--- src/rtl/async_fifo_pkg.sv ---
// Shared types and pointer-code helpers for the async FIFO read domain.
package async_fifo_pkg;

  typedef enum logic {
    IDLE = 1'b0,
    OWN  = 1'b1
  } rd_state_e;

  // Helpers work on a wide container; callers zero-extend and keep the low bits.
  localparam int PTR_W_MAX = 32;
  typedef logic [PTR_W_MAX-1:0] ptr_wide_t;

  function automatic ptr_wide_t bin2gray(input ptr_wide_t bin);
    return bin ^ (bin >> 1);
  endfunction

  function automatic ptr_wide_t gray2bin(input ptr_wide_t gray);
    ptr_wide_t bin;
    bin = '0;
    bin[PTR_W_MAX-1] = gray[PTR_W_MAX-1];
    for (int i = PTR_W_MAX - 2; i >= 0; i--) begin
      bin[i] = bin[i+1] ^ gray[i];
    end
    return bin;
  endfunction

endpackage

--- src/rtl/async_fifo_rd_sched_if.sv ---
// Read-side bus of the async FIFO scheduler; the slave modport belongs to the scheduler.
// Optional level ports appear only when ASYNC_FIFO_RLEVEL_EN is defined.
interface async_fifo_rd_sched_if #(
  parameter int ADDRSIZE = 4,
  parameter int NUM_REQ  = 2
);
  localparam int IDX_W = $clog2(NUM_REQ);

  logic [ADDRSIZE:0]   wptr_sync_i;
  logic [NUM_REQ-1:0]  req_i;
  logic [NUM_REQ-1:0]  gnt_o;
  logic [ADDRSIZE-1:0] raddr_o;
  logic                rd_valid_o;
  logic [IDX_W-1:0]    rd_id_o;
  logic [ADDRSIZE:0]   rptr_g_o;
  logic                rempty_o;
`ifdef ASYNC_FIFO_RLEVEL_EN
  logic [ADDRSIZE:0]   rlevel_o;
  logic                raempty_o;
`endif

  modport master (
    output wptr_sync_i, req_i,
    input  gnt_o, raddr_o, rd_valid_o, rd_id_o, rptr_g_o, rempty_o
`ifdef ASYNC_FIFO_RLEVEL_EN
    , input rlevel_o, raempty_o
`endif
  );

  modport slave (
    input  wptr_sync_i, req_i,
    output gnt_o, raddr_o, rd_valid_o, rd_id_o, rptr_g_o, rempty_o
`ifdef ASYNC_FIFO_RLEVEL_EN
    , output rlevel_o, raempty_o
`endif
  );

endinterface

--- src/rtl/async_fifo_rr_pick.sv ---
// Combinational round-robin picker: first requester after last_i, skipping masked-out ones.
module async_fifo_rr_pick #(
  parameter int NUM_REQ = 2,
  localparam int IDX_W  = $clog2(NUM_REQ)
) (
  input  logic [NUM_REQ-1:0] req_i,
  input  logic [IDX_W-1:0]   last_i,
  input  logic [NUM_REQ-1:0] excl_i,
  output logic [NUM_REQ-1:0] gnt_o,
  output logic [IDX_W-1:0]   idx_o,
  output logic               valid_o
);

  logic [NUM_REQ-1:0] w_masked;

  assign w_masked = req_i & ~excl_i;

  // Scan starts one past the previous winner so that winner is visited last.
  always_comb begin
    int  cand;
    logic found;
    cand  = 0;
    found = 1'b0;
    gnt_o = '0;
    idx_o = '0;
    for (int i = 1; i <= NUM_REQ; i++) begin
      cand = int'(last_i) + i;
      if (cand >= NUM_REQ) cand = cand - NUM_REQ;
      if (!found && w_masked[IDX_W'(cand)]) begin
        found                 = 1'b1;
        idx_o                 = IDX_W'(cand);
        gnt_o[IDX_W'(cand)]   = 1'b1;
      end
    end
    valid_o = found;
  end

endmodule

--- src/rtl/async_fifo_rd_sched.sv ---
// Read-domain controller of the async FIFO: read pointer, empty flag and pop scheduling.
// Define ASYNC_FIFO_RLEVEL_EN to add the registered fill level and almost-empty flag.
module async_fifo_rd_sched
  import async_fifo_pkg::*;
#(
  parameter int ADDRSIZE  = 4,
  parameter int NUM_REQ   = 2,
  parameter int MAX_BURST = 4
`ifdef ASYNC_FIFO_RLEVEL_EN
  ,
  parameter int AEMPTY_THRESH = 2
`endif
) (
  input logic                  rclk_i,
  input logic                  rrst_n_i,
  async_fifo_rd_sched_if.slave rd_if
);

  localparam int PTR_W = ADDRSIZE + 1;
  localparam int IDX_W = $clog2(NUM_REQ);
  localparam int CNT_W = $clog2(MAX_BURST + 1);

  rd_state_e          r_state, w_stateNext;
  logic [IDX_W-1:0]   r_owner, w_ownerNext;
  logic [IDX_W-1:0]   r_rrLast, w_rrLastNext;
  logic [IDX_W-1:0]   w_winIdx, w_pickIdx, r_rdId;
  logic [CNT_W-1:0]   r_burstCnt, w_burstCntNext;
  logic [NUM_REQ-1:0] w_gnt, w_pickGnt, w_excl, w_ownerMask;
  logic               w_pickValid, w_pop;
  logic [PTR_W-1:0]   r_rbin, w_rbinNext, r_rptrG, w_rgrayNext;
  logic               r_rempty, r_rdValid;
  ptr_wide_t          w_grayWide;
  logic [PTR_W_MAX-PTR_W-1:0] w_unusedGrayHi;

  assign w_ownerMask = NUM_REQ'(1) << r_owner;
  // While owning, the picker only serves to hand over to someone else.
  assign w_excl      = (r_state == OWN) ? w_ownerMask : '0;

  async_fifo_rr_pick #(
    .NUM_REQ (NUM_REQ)
  ) u_pick (
    .req_i   (rd_if.req_i),
    .last_i  (r_rrLast),
    .excl_i  (w_excl),
    .gnt_o   (w_pickGnt),
    .idx_o   (w_pickIdx),
    .valid_o (w_pickValid)
  );

  always_comb begin
    w_stateNext    = r_state;
    w_ownerNext    = r_owner;
    w_burstCntNext = r_burstCnt;
    w_rrLastNext   = r_rrLast;
    w_gnt          = '0;
    w_winIdx       = r_owner;
    case (r_state)
      IDLE: begin
        if (!r_rempty && w_pickValid) begin
          w_gnt          = w_pickGnt;
          w_winIdx       = w_pickIdx;
          w_stateNext    = OWN;
          w_ownerNext    = w_pickIdx;
          w_burstCntNext = CNT_W'(1);
          w_rrLastNext   = w_pickIdx;
        end
      end
      OWN: begin
        // Empty freezes ownership so the burst resumes once data arrives.
        if (!r_rempty) begin
          if (rd_if.req_i[r_owner] && (r_burstCnt < CNT_W'(MAX_BURST))) begin
            w_gnt          = w_ownerMask;
            w_burstCntNext = r_burstCnt + CNT_W'(1);
          end else if (w_pickValid) begin
            w_gnt          = w_pickGnt;
            w_winIdx       = w_pickIdx;
            w_ownerNext    = w_pickIdx;
            w_burstCntNext = CNT_W'(1);
            w_rrLastNext   = w_pickIdx;
          end else if (rd_if.req_i[r_owner]) begin
            w_gnt          = w_ownerMask;
            w_burstCntNext = CNT_W'(1);
          end else begin
            w_stateNext    = IDLE;
          end
        end
      end
      default: w_stateNext = IDLE;
    endcase
  end

  always_ff @(posedge rclk_i or negedge rrst_n_i) begin
    if (!rrst_n_i) begin
      r_state    <= IDLE;
      r_owner    <= '0;
      r_burstCnt <= '0;
      r_rrLast   <= IDX_W'(NUM_REQ - 1);
    end else begin
      r_state    <= w_stateNext;
      r_owner    <= w_ownerNext;
      r_burstCnt <= w_burstCntNext;
      r_rrLast   <= w_rrLastNext;
    end
  end

  assign w_pop          = |w_gnt;
  assign w_rbinNext     = r_rbin + PTR_W'(w_pop);
  assign w_grayWide     = bin2gray(PTR_W_MAX'(w_rbinNext));
  assign w_rgrayNext    = w_grayWide[PTR_W-1:0];
  assign w_unusedGrayHi = w_grayWide[PTR_W_MAX-1:PTR_W];

  // Empty compares the post-pop pointer so the final pop raises it on the same edge.
  always_ff @(posedge rclk_i or negedge rrst_n_i) begin
    if (!rrst_n_i) begin
      r_rbin    <= '0;
      r_rptrG   <= '0;
      r_rempty  <= 1'b1;
      r_rdValid <= 1'b0;
      r_rdId    <= '0;
    end else begin
      r_rbin    <= w_rbinNext;
      r_rptrG   <= w_rgrayNext;
      r_rempty  <= (w_rgrayNext == rd_if.wptr_sync_i);
      r_rdValid <= w_pop;
      if (w_pop) r_rdId <= w_winIdx;
    end
  end

`ifdef ASYNC_FIFO_RLEVEL_EN
  ptr_wide_t                  w_wbinWide;
  logic [PTR_W_MAX-PTR_W-1:0] w_unusedWbinHi;
  logic [PTR_W-1:0]           w_levelNext, r_rlevel;
  logic                       r_raempty;

  assign w_wbinWide     = gray2bin(PTR_W_MAX'(rd_if.wptr_sync_i));
  assign w_unusedWbinHi = w_wbinWide[PTR_W_MAX-1:PTR_W];
  // Level uses the post-pop pointer, so it reads zero exactly when empty is set.
  assign w_levelNext    = w_wbinWide[PTR_W-1:0] - w_rbinNext;

  always_ff @(posedge rclk_i or negedge rrst_n_i) begin
    if (!rrst_n_i) begin
      r_rlevel  <= '0;
      r_raempty <= 1'b1;
    end else begin
      r_rlevel  <= w_levelNext;
      r_raempty <= (w_levelNext <= PTR_W'(AEMPTY_THRESH));
    end
  end

  assign rd_if.rlevel_o  = r_rlevel;
  assign rd_if.raempty_o = r_raempty;
`endif

  assign rd_if.gnt_o      = w_gnt;
  assign rd_if.raddr_o    = r_rbin[ADDRSIZE-1:0];
  assign rd_if.rd_valid_o = r_rdValid;
  assign rd_if.rd_id_o    = r_rdId;
  assign rd_if.rptr_g_o   = r_rptrG;
  assign rd_if.rempty_o   = r_rempty;

endmodule

--- src/flat_wrapper.sv ---
// flat-port wrapper written by rule: the top's interface ports become plain ports
module async_fifo_rd_sched_flat import async_fifo_pkg::*;
#(
  parameter int ADDRSIZE  = 4,
  parameter int NUM_REQ   = 2,
  parameter int MAX_BURST = 4

)
  (rclk_i, rrst_n_i, rd_if_wptr_sync_i, rd_if_req_i, rd_if_gnt_o, rd_if_raddr_o, rd_if_rd_valid_o, rd_if_rd_id_o, rd_if_rptr_g_o, rd_if_rempty_o);
  async_fifo_rd_sched_if #(.ADDRSIZE(ADDRSIZE), .NUM_REQ(NUM_REQ)) rd_if_i ();
  input logic rclk_i;
  input logic rrst_n_i;
  input wire logic [$bits(rd_if_i.wptr_sync_i)-1:0] rd_if_wptr_sync_i;
  input wire logic [$bits(rd_if_i.req_i)-1:0] rd_if_req_i;
  output wire logic [$bits(rd_if_i.gnt_o)-1:0] rd_if_gnt_o;
  output wire logic [$bits(rd_if_i.raddr_o)-1:0] rd_if_raddr_o;
  output wire logic [$bits(rd_if_i.rd_valid_o)-1:0] rd_if_rd_valid_o;
  output wire logic [$bits(rd_if_i.rd_id_o)-1:0] rd_if_rd_id_o;
  output wire logic [$bits(rd_if_i.rptr_g_o)-1:0] rd_if_rptr_g_o;
  output wire logic [$bits(rd_if_i.rempty_o)-1:0] rd_if_rempty_o;
  assign rd_if_i.wptr_sync_i = rd_if_wptr_sync_i;
  assign rd_if_i.req_i = rd_if_req_i;
  assign rd_if_gnt_o = rd_if_i.gnt_o;
  assign rd_if_raddr_o = rd_if_i.raddr_o;
  assign rd_if_rd_valid_o = rd_if_i.rd_valid_o;
  assign rd_if_rd_id_o = rd_if_i.rd_id_o;
  assign rd_if_rptr_g_o = rd_if_i.rptr_g_o;
  assign rd_if_rempty_o = rd_if_i.rempty_o;
  async_fifo_rd_sched #(.ADDRSIZE(ADDRSIZE), .NUM_REQ(NUM_REQ), .MAX_BURST(MAX_BURST)) u_core (.rclk_i(rclk_i), .rrst_n_i(rrst_n_i), .rd_if(rd_if_i));
endmodule
--- config.mk ---
export PLATFORM = sky130hd
export DESIGN_NAME = async_fifo_rd_sched_flat
export DESIGN_NICKNAME = d
export VERILOG_FILES = /design/src/rtl/async_fifo_pkg.sv /design/src/rtl/async_fifo_rd_sched_if.sv /design/src/rtl/async_fifo_rr_pick.sv /design/src/rtl/async_fifo_rd_sched.sv /design/src/flat_wrapper.sv
export SDC_FILE = /design/constraint.sdc
export NUM_CORES = 1
export LEC_CHECK = 0
export ABC_AREA = 0
export CAP_MARGIN = 5
export CORE_MARGIN = 2
export CORE_UTILIZATION = 48
export CTS_CLUSTER_DIAMETER = 100
export DETAILED_ROUTE_END_ITERATION = 10
export PLACE_DENSITY = 0.85
export SLEW_MARGIN = 20
export SYNTH_ARGS = -nofsm -noshare
export SYNTH_HDL_FRONTEND = slang
export SYNTH_HIERARCHICAL = 1
export SYNTH_SLANG_ARGS = --single-unit
export TNS_END_PERCENT = 30
--- constraint.sdc ---
create_clock -name rclk_i -period 3.5 [get_ports rclk_i]
set_input_delay 1.05 -clock rclk_i [delete_from_list [all_inputs] [get_ports rclk_i]]
set_output_delay 1.05 -clock rclk_i [all_outputs]
set_load 0.03 [all_outputs]
# ---- Yosys cells after proc, flatten, opt, wreduce, memory -nomap -nowiden
# Index checks and enable logic that the tools add are counted.
# Widths: inputs -> output; s select.
dict set report word_totals {
  output_inout_bits 14
  elab_cells 92
  reg_bits 19
  input_bits 9
}
dict set report classes {
  shifts 1
  n_reduce_logical 10
  addsub 6
  eq_ne 6
  n_lt_le_gt_ge 8
  bitwise 5
  n_mux 47
}
# op count
set op_table {}
lappend op_table {{$mux 1} 28}
lappend op_table {{$mux 3} 5}
lappend op_table {{$mux 2} 7}
lappend op_table {{$lt 1x3->1 const B} 2}
lappend op_table {{$ne 2x2->1 const B} 3}
lappend op_table {{$pmux 1 s2} 3}
lappend op_table {{$pmux 3 s2} 1}
lappend op_table {{$add 5x1->5} 1}
lappend op_table {{$eq 5x5->1} 1}
lappend op_table {{$logic_and 1x1->1} 5}
lappend op_table {{$xor 5x4->5} 1}
lappend op_table {{$ne 4x4->1 const B} 1}
lappend op_table {{$pmux 2 s2} 1}
lappend op_table {{$reduce_and 4->1} 1}
lappend op_table {{$add 1x2->3 const B} 1}
lappend op_table {{$add 3x1->3 const B} 1}
lappend op_table {{$ge 3x2->1 const B} 1}
lappend op_table {{$lt 3x3->1 const B} 1}
lappend op_table {{$reduce_and 3->1} 1}
lappend op_table {{$add 1x1->2 const B} 1}
lappend op_table {{$demux 1 s1} 2}
lappend op_table {{$ge 1x1->1 const B} 2}
lappend op_table {{$ge 2x2->1 const B} 1}
lappend op_table {{$logic_not 1->1} 2}
lappend op_table {{8 further kinds} 10}

# ---- Depth between registers and ports, before layout
dict set report logic_depth {
  depth_word 18
  mapped_depth 12
  ltp_nobuf 12
}

# ---- Modules after synthesis
# Netlist, hierarchy kept.
# module seq_area_each_um2 area_per_inst_um2 instances cells_each
set by_module_without_submodules {}
lappend by_module_without_submodules {async_fifo_rd_sched 452.9 929.6 1 73}
lappend by_module_without_submodules {async_fifo_rr_pick 0.0 38.8 1 5}

# ---- Worst setup path after synthesis
# Ideal clock, no wire load.
dict set report synth_timing {
  path_kind {input to register}
  start {in rd_if_req_i[0]}
  end {reg u_core.r_rempty (netlist: u_core/rd_if.rempty_o)}
  setup_slack_ps 67
  cell_stages 11
  path_buffers 0
  setup_time_ps 79
  arrival_time_ps 3354
  t_required_ps 3421
  cell_sequence {nor2b_1 > nand2_1 > a32o_1 > a221oi_1 > inv_1 > ha_1 > ha_1 > nand3_1 > xor2_1 > xnor3_1 > and4_1}
}
dict set report synth_between {
  elab_chain_cells 15
  word_cells_on_any_way 26
  classes_between {add/sub (1); eq/ne (1); mux (16); bitwise (3); reduce/logical (5)}
}
# element line
set synth_rtl {}
lappend synth_rtl {{start, declared} flat_wrapper.sv:14} ;# input wire logic [$bits(rd_if_i.req_i)-1:0] rd_if_req_i;
lappend synth_rtl {{$and 1x1->1} async_fifo_rr_pick.sv:16} ;# assign w_masked = req_i & ~excl_i;
lappend synth_rtl {{$mux 1 (implied by the code) (2 in series)} async_fifo_rr_pick.sv:29} ;# if (!found && w_masked[IDX_W'(cand)]) begin
lappend synth_rtl {{$mux 1} async_fifo_rr_pick.sv:29}
lappend synth_rtl {{$logic_not 1->1} async_fifo_rr_pick.sv:29}
lappend synth_rtl {{$logic_and 1x1->1} async_fifo_rr_pick.sv:29}
lappend synth_rtl {{$mux 2 or $mux 1 (tied branches)} async_fifo_rr_pick.sv:29}
lappend synth_rtl {{$mux 2} async_fifo_rd_sched.sv:74} ;# end else if (w_pickValid) begin
lappend synth_rtl {{$mux 2} async_fifo_rd_sched.sv:71} ;# if (rd_if.req_i[r_owner] && (r_burstCnt < CNT_W'(MAX_BURST))) begin
lappend synth_rtl {{$mux 2} async_fifo_rd_sched.sv:70} ;# if (!r_rempty) begin
lappend synth_rtl {{$pmux 2 s2 *} async_fifo_rd_sched.sv:57} ;# case (r_state)
lappend synth_rtl {{$reduce_or 2->1 *} async_fifo_rd_sched.sv:106} ;# assign w_pop = |w_gnt;
lappend synth_rtl {{via u_core.w_pop} async_fifo_rd_sched.sv:29} ;# logic w_pickValid, w_pop;
lappend synth_rtl {{$add 5x1->5 *} async_fifo_rd_sched.sv:107} ;# assign w_rbinNext = r_rbin + PTR_W'(w_pop);
lappend synth_rtl {{$xor 5x4->5 *} async_fifo_pkg.sv:14} ;# return bin ^ (bin >> 1);
lappend synth_rtl {{$eq 5x5->1 *} async_fifo_rd_sched.sv:123} ;# r_rempty <= (w_rgrayNext == rd_if.wptr_sync_i);
lappend synth_rtl {{end signal, assigned} async_fifo_rd_sched.sv:123}
lappend synth_rtl {{end, declared} async_fifo_rd_sched.sv:31} ;# logic r_rempty, r_rdValid;
# The timed path passes the listed nets; every way through them passes the cells marked *. The select of a mux whose other input is x is not followed.
# A chain may end at the register's enable or synchronous reset.

# ---- Final worst setup path
dict set report layout_timing {
  start {in rd_if_req_i[1]}
  end {out rd_if_gnt_o[1]}
}
dict set report layout_between {
  elab_chain_cells 7
  word_cells_on_any_way 8
  classes_between {mux (7); reduce/logical (1)}
}
# element line
set layout_rtl {}
lappend layout_rtl {{$mux 1 (implied by the code) * (2 in series)} {async_fifo_rd_sched.sv:71, async_fifo_rd_sched.sv:80}}
lappend layout_rtl {{$mux 2} async_fifo_rd_sched.sv:80} ;# end else if (rd_if.req_i[r_owner]) begin
lappend layout_rtl {{$mux 2} async_fifo_rd_sched.sv:74}
lappend layout_rtl {{$mux 2 *} async_fifo_rd_sched.sv:71}
lappend layout_rtl {{$mux 2 *} async_fifo_rd_sched.sv:70}
lappend layout_rtl {{$pmux 2 s2 *} async_fifo_rd_sched.sv:57}
lappend layout_rtl {{end, declared} flat_wrapper.sv:15} ;# output wire logic [$bits(rd_if_i.gnt_o)-1:0] rd_if_gnt_o;
# Every way passes the cells marked *; elsewhere a longest branch is shown, timed or not. The select of a mux whose other input is x is not followed.

==> run metrics <==
status=finished clean; RSZ-0062 raised after global routing=false; Worst-Skew Late Latency=roughly 290 ps; final slew viol count=0; Worst setup EP type=primary output; Chip Width=slightly below 50 microns; Reg2Reg Depth=11; post-synthesis instance total=between 70 and 80; final core utilization=71.48%; Final Critical Period=3424 ps; Tcrit/Tclk final=97.83%; Post-Route WL=1.973 mm; GR Overflow Total=0; Die Area=between 2000 and 2500 sq um; crit path launch type=input pin; largest net degree at the start of global routing=19; Worst setup endpoint=rd_if_gnt_o[1]; post-synthesis cell area=960.9 sq um; Leakage Power=0.6627 nW; R2R Path End=u_core/rd_if.rempty_o; ratio of cells with drive above 1 in the final layout=33.04%; htree depth=1; Ys Warns=6; crit path from=rd_if_req_i[1]; # diodes=0; GRT Overall Usage=19.65%; Layout Nets=between 100 and 150; Sinks on Clock Net=18; Worst path depth=5; vias after detailed routing=726; standard-cell row count=16; Placer Congestion=0.8991; WP buf/inv=2; CTS tree=built; FMAX=292.1 MHz; reg-to-reg startpoint=u_core/r_owner; worst clock skew=around 1.3 ps; WS Path Type=input pin to primary output; clock buffer count from CTS=3; first-pass GRT wire length=3.415 mm; vias in the first global route=802; actual slew at the worst max-slew pin=787.2 ps; DRC Markers=0; initial antenna violation count=0; relative slew slack=47.36%; final hold viol count=0; Pwr Density=around 1200 nW/um^2; Syn Nets=89; max-capacitance violation count=0; root buffer cell=clkbuf_4; HP Start=u_core/r_burstCnt[0]; crit path DAT=2370 ps; slowest cell delay on critical path=410 ps; clock tree buffer depth=2; PortBufs=22; Worst-path clk slew=roughly 90 ps; Total Power Consumption=~1.6 mW; Starting Density=50.00%; TritonRoute pass-1 iters=5; Die Height=48.74 microns; Hold Crit Class=register to register; Hold-fix buffers, CTS=0; Max VDD drop=0.9037 mV; WL/cell=13.89 microns; Iter 0 DRT Violations=5; CP Cell Sequence=clkdlybuf4s50_1 > and2_2 > a22o_1 > a21o_1 > clkdlybuf4s15_2; vias per inst=about 5.1; Core Box Area=approximately 1900 sq um; dpl hpwl=1.451 mm; synthesized area per cell=12.48 sq um; CP delay by family, top=buffers and inverters; # fillers=137; Worst Path Required=approximately 2500 ps; R2R setup slack=between 500 and 600 ps; Final ANT Viol Nets=0; Area Growth Syn to Fin=42.97%; I/O pins=23; final count of negative-setup-slack endpoints=0; Critical Path Slowest Stage Cell=clkdlybuf4s50_1; CP max FO=2
## per-layer routing
metal / share of wire [%] / wire, microns / GRT usage, %
met1: 40 / 795 / 22.18
met2: 53 / 1053 / 32.19
met3: 4.1 / 80 / 5.247
met4: 2.2 / 44 / 13.81
met5: 0 / 0 / 0
## registers in the layout, summed over array words and instances, names as in the netlist
register / cells
u_core/r_rbin: 5
u_core/rd_if.rd_valid_o: 1
u_core/rd_if.rptr_g_o: 4
u_core/r_burstCnt: 3
u_core/rd_if.rd_id_o: 1
u_core/r_rrLast: 1
u_core/r_state: 1
u_core/r_owner: 1
u_core/rd_if.rempty_o: 1
## worst min path at each step
| stage | end | slack [ps] | depth (start not counted) |
|---|---|---|---|
| 2_1_floorplan | u_core/r_burstCnt[0] | 460 | 1 |
| 3_3_place_gp | u_core/r_burstCnt[0] | 470 | 1 |
| 3_5_place_dp | u_core/r_burstCnt[0] | 480 | 1 |
| 4_1_cts | u_core/r_burstCnt[0] | 490 | 1 |
| 5_1_grt | u_core/r_burstCnt[0] | 530 | 1 |
| 6_report | u_core/r_burstCnt[0] | 480 | 1 |
## placed cells by master (no fill, tap or decap), types with 2 or more instances in the layout
master / n
buf_4: 13
xnor3_1: 3
xnor2_1: 4
mux2_4: 2
xor2_2: 2
dfrtp_1: 16
nand2_1: 2
xor2_1: 3
dfstp_2: 2
mux2_2: 2
o21ai_0: 2
ha_1: 2
clkbuf_4: 3
clkdlybuf4s50_1: 19
a22o_1: 3
inv_1: 7
and2b_2: 2
## worst reg2reg max path, stage by stage, from the launching register on
cell      delay [ps]
dfrtp_1          450
and2b_2          280
nor2b_4          120
nand2_1           70
a32o_1           290
a221oi_2         270
inv_1             90
ha_1             230
ha_2             350
xnor3_1          400
nor2_1           160
and4_1           200
## cell type report
| cell class | count | area [sq um] | share of cell area, % |
|---|---|---|---|
| inverter | 7 | 26.28 | 1.913 |
| sequential | 18 | 452.9 | 32.97 |
| timing repair buffer | 35 | 316.6 | 23.04 |
| multi-input combinational | 51 | 518.0 | 37.70 |
| tap | 27 | 33.78 | 2.459 |
| clock buffer | 4 | 26.28 | 1.913 |
## per-stage QoR
step	TNS, ps	setup slack (ps)	area [sq um]	hold WS (ps)	cells
2_1_floorplan	0	67.14	960.9	457.3	77
3_5_place_dp	-2391	-527.0	1297	478.4	137
5_1_grt	0	52.65	1374	532.0	142
4_1_cts	-130.9	-75.34	1344	492.1	141
3_3_place_gp	-1826	-434.6	1297	467.0	137
6_report	0	76.02	1374	484.8	142
## power breakdown
group          internal (mW)  switching, mW
Sequential             0.321         0.0890
Combinational          0.586          0.505
Clock                 0.0443         0.0598
Total                  0.952          0.654
## timing repair
item / in CTS / in global routing
gates resized for setup: 12 / 5
pin swaps: 0 / 1
setup endpoints to repair: 4 / 4
setup buffers: 0 / 1
(Power assumes the default switching activity.)
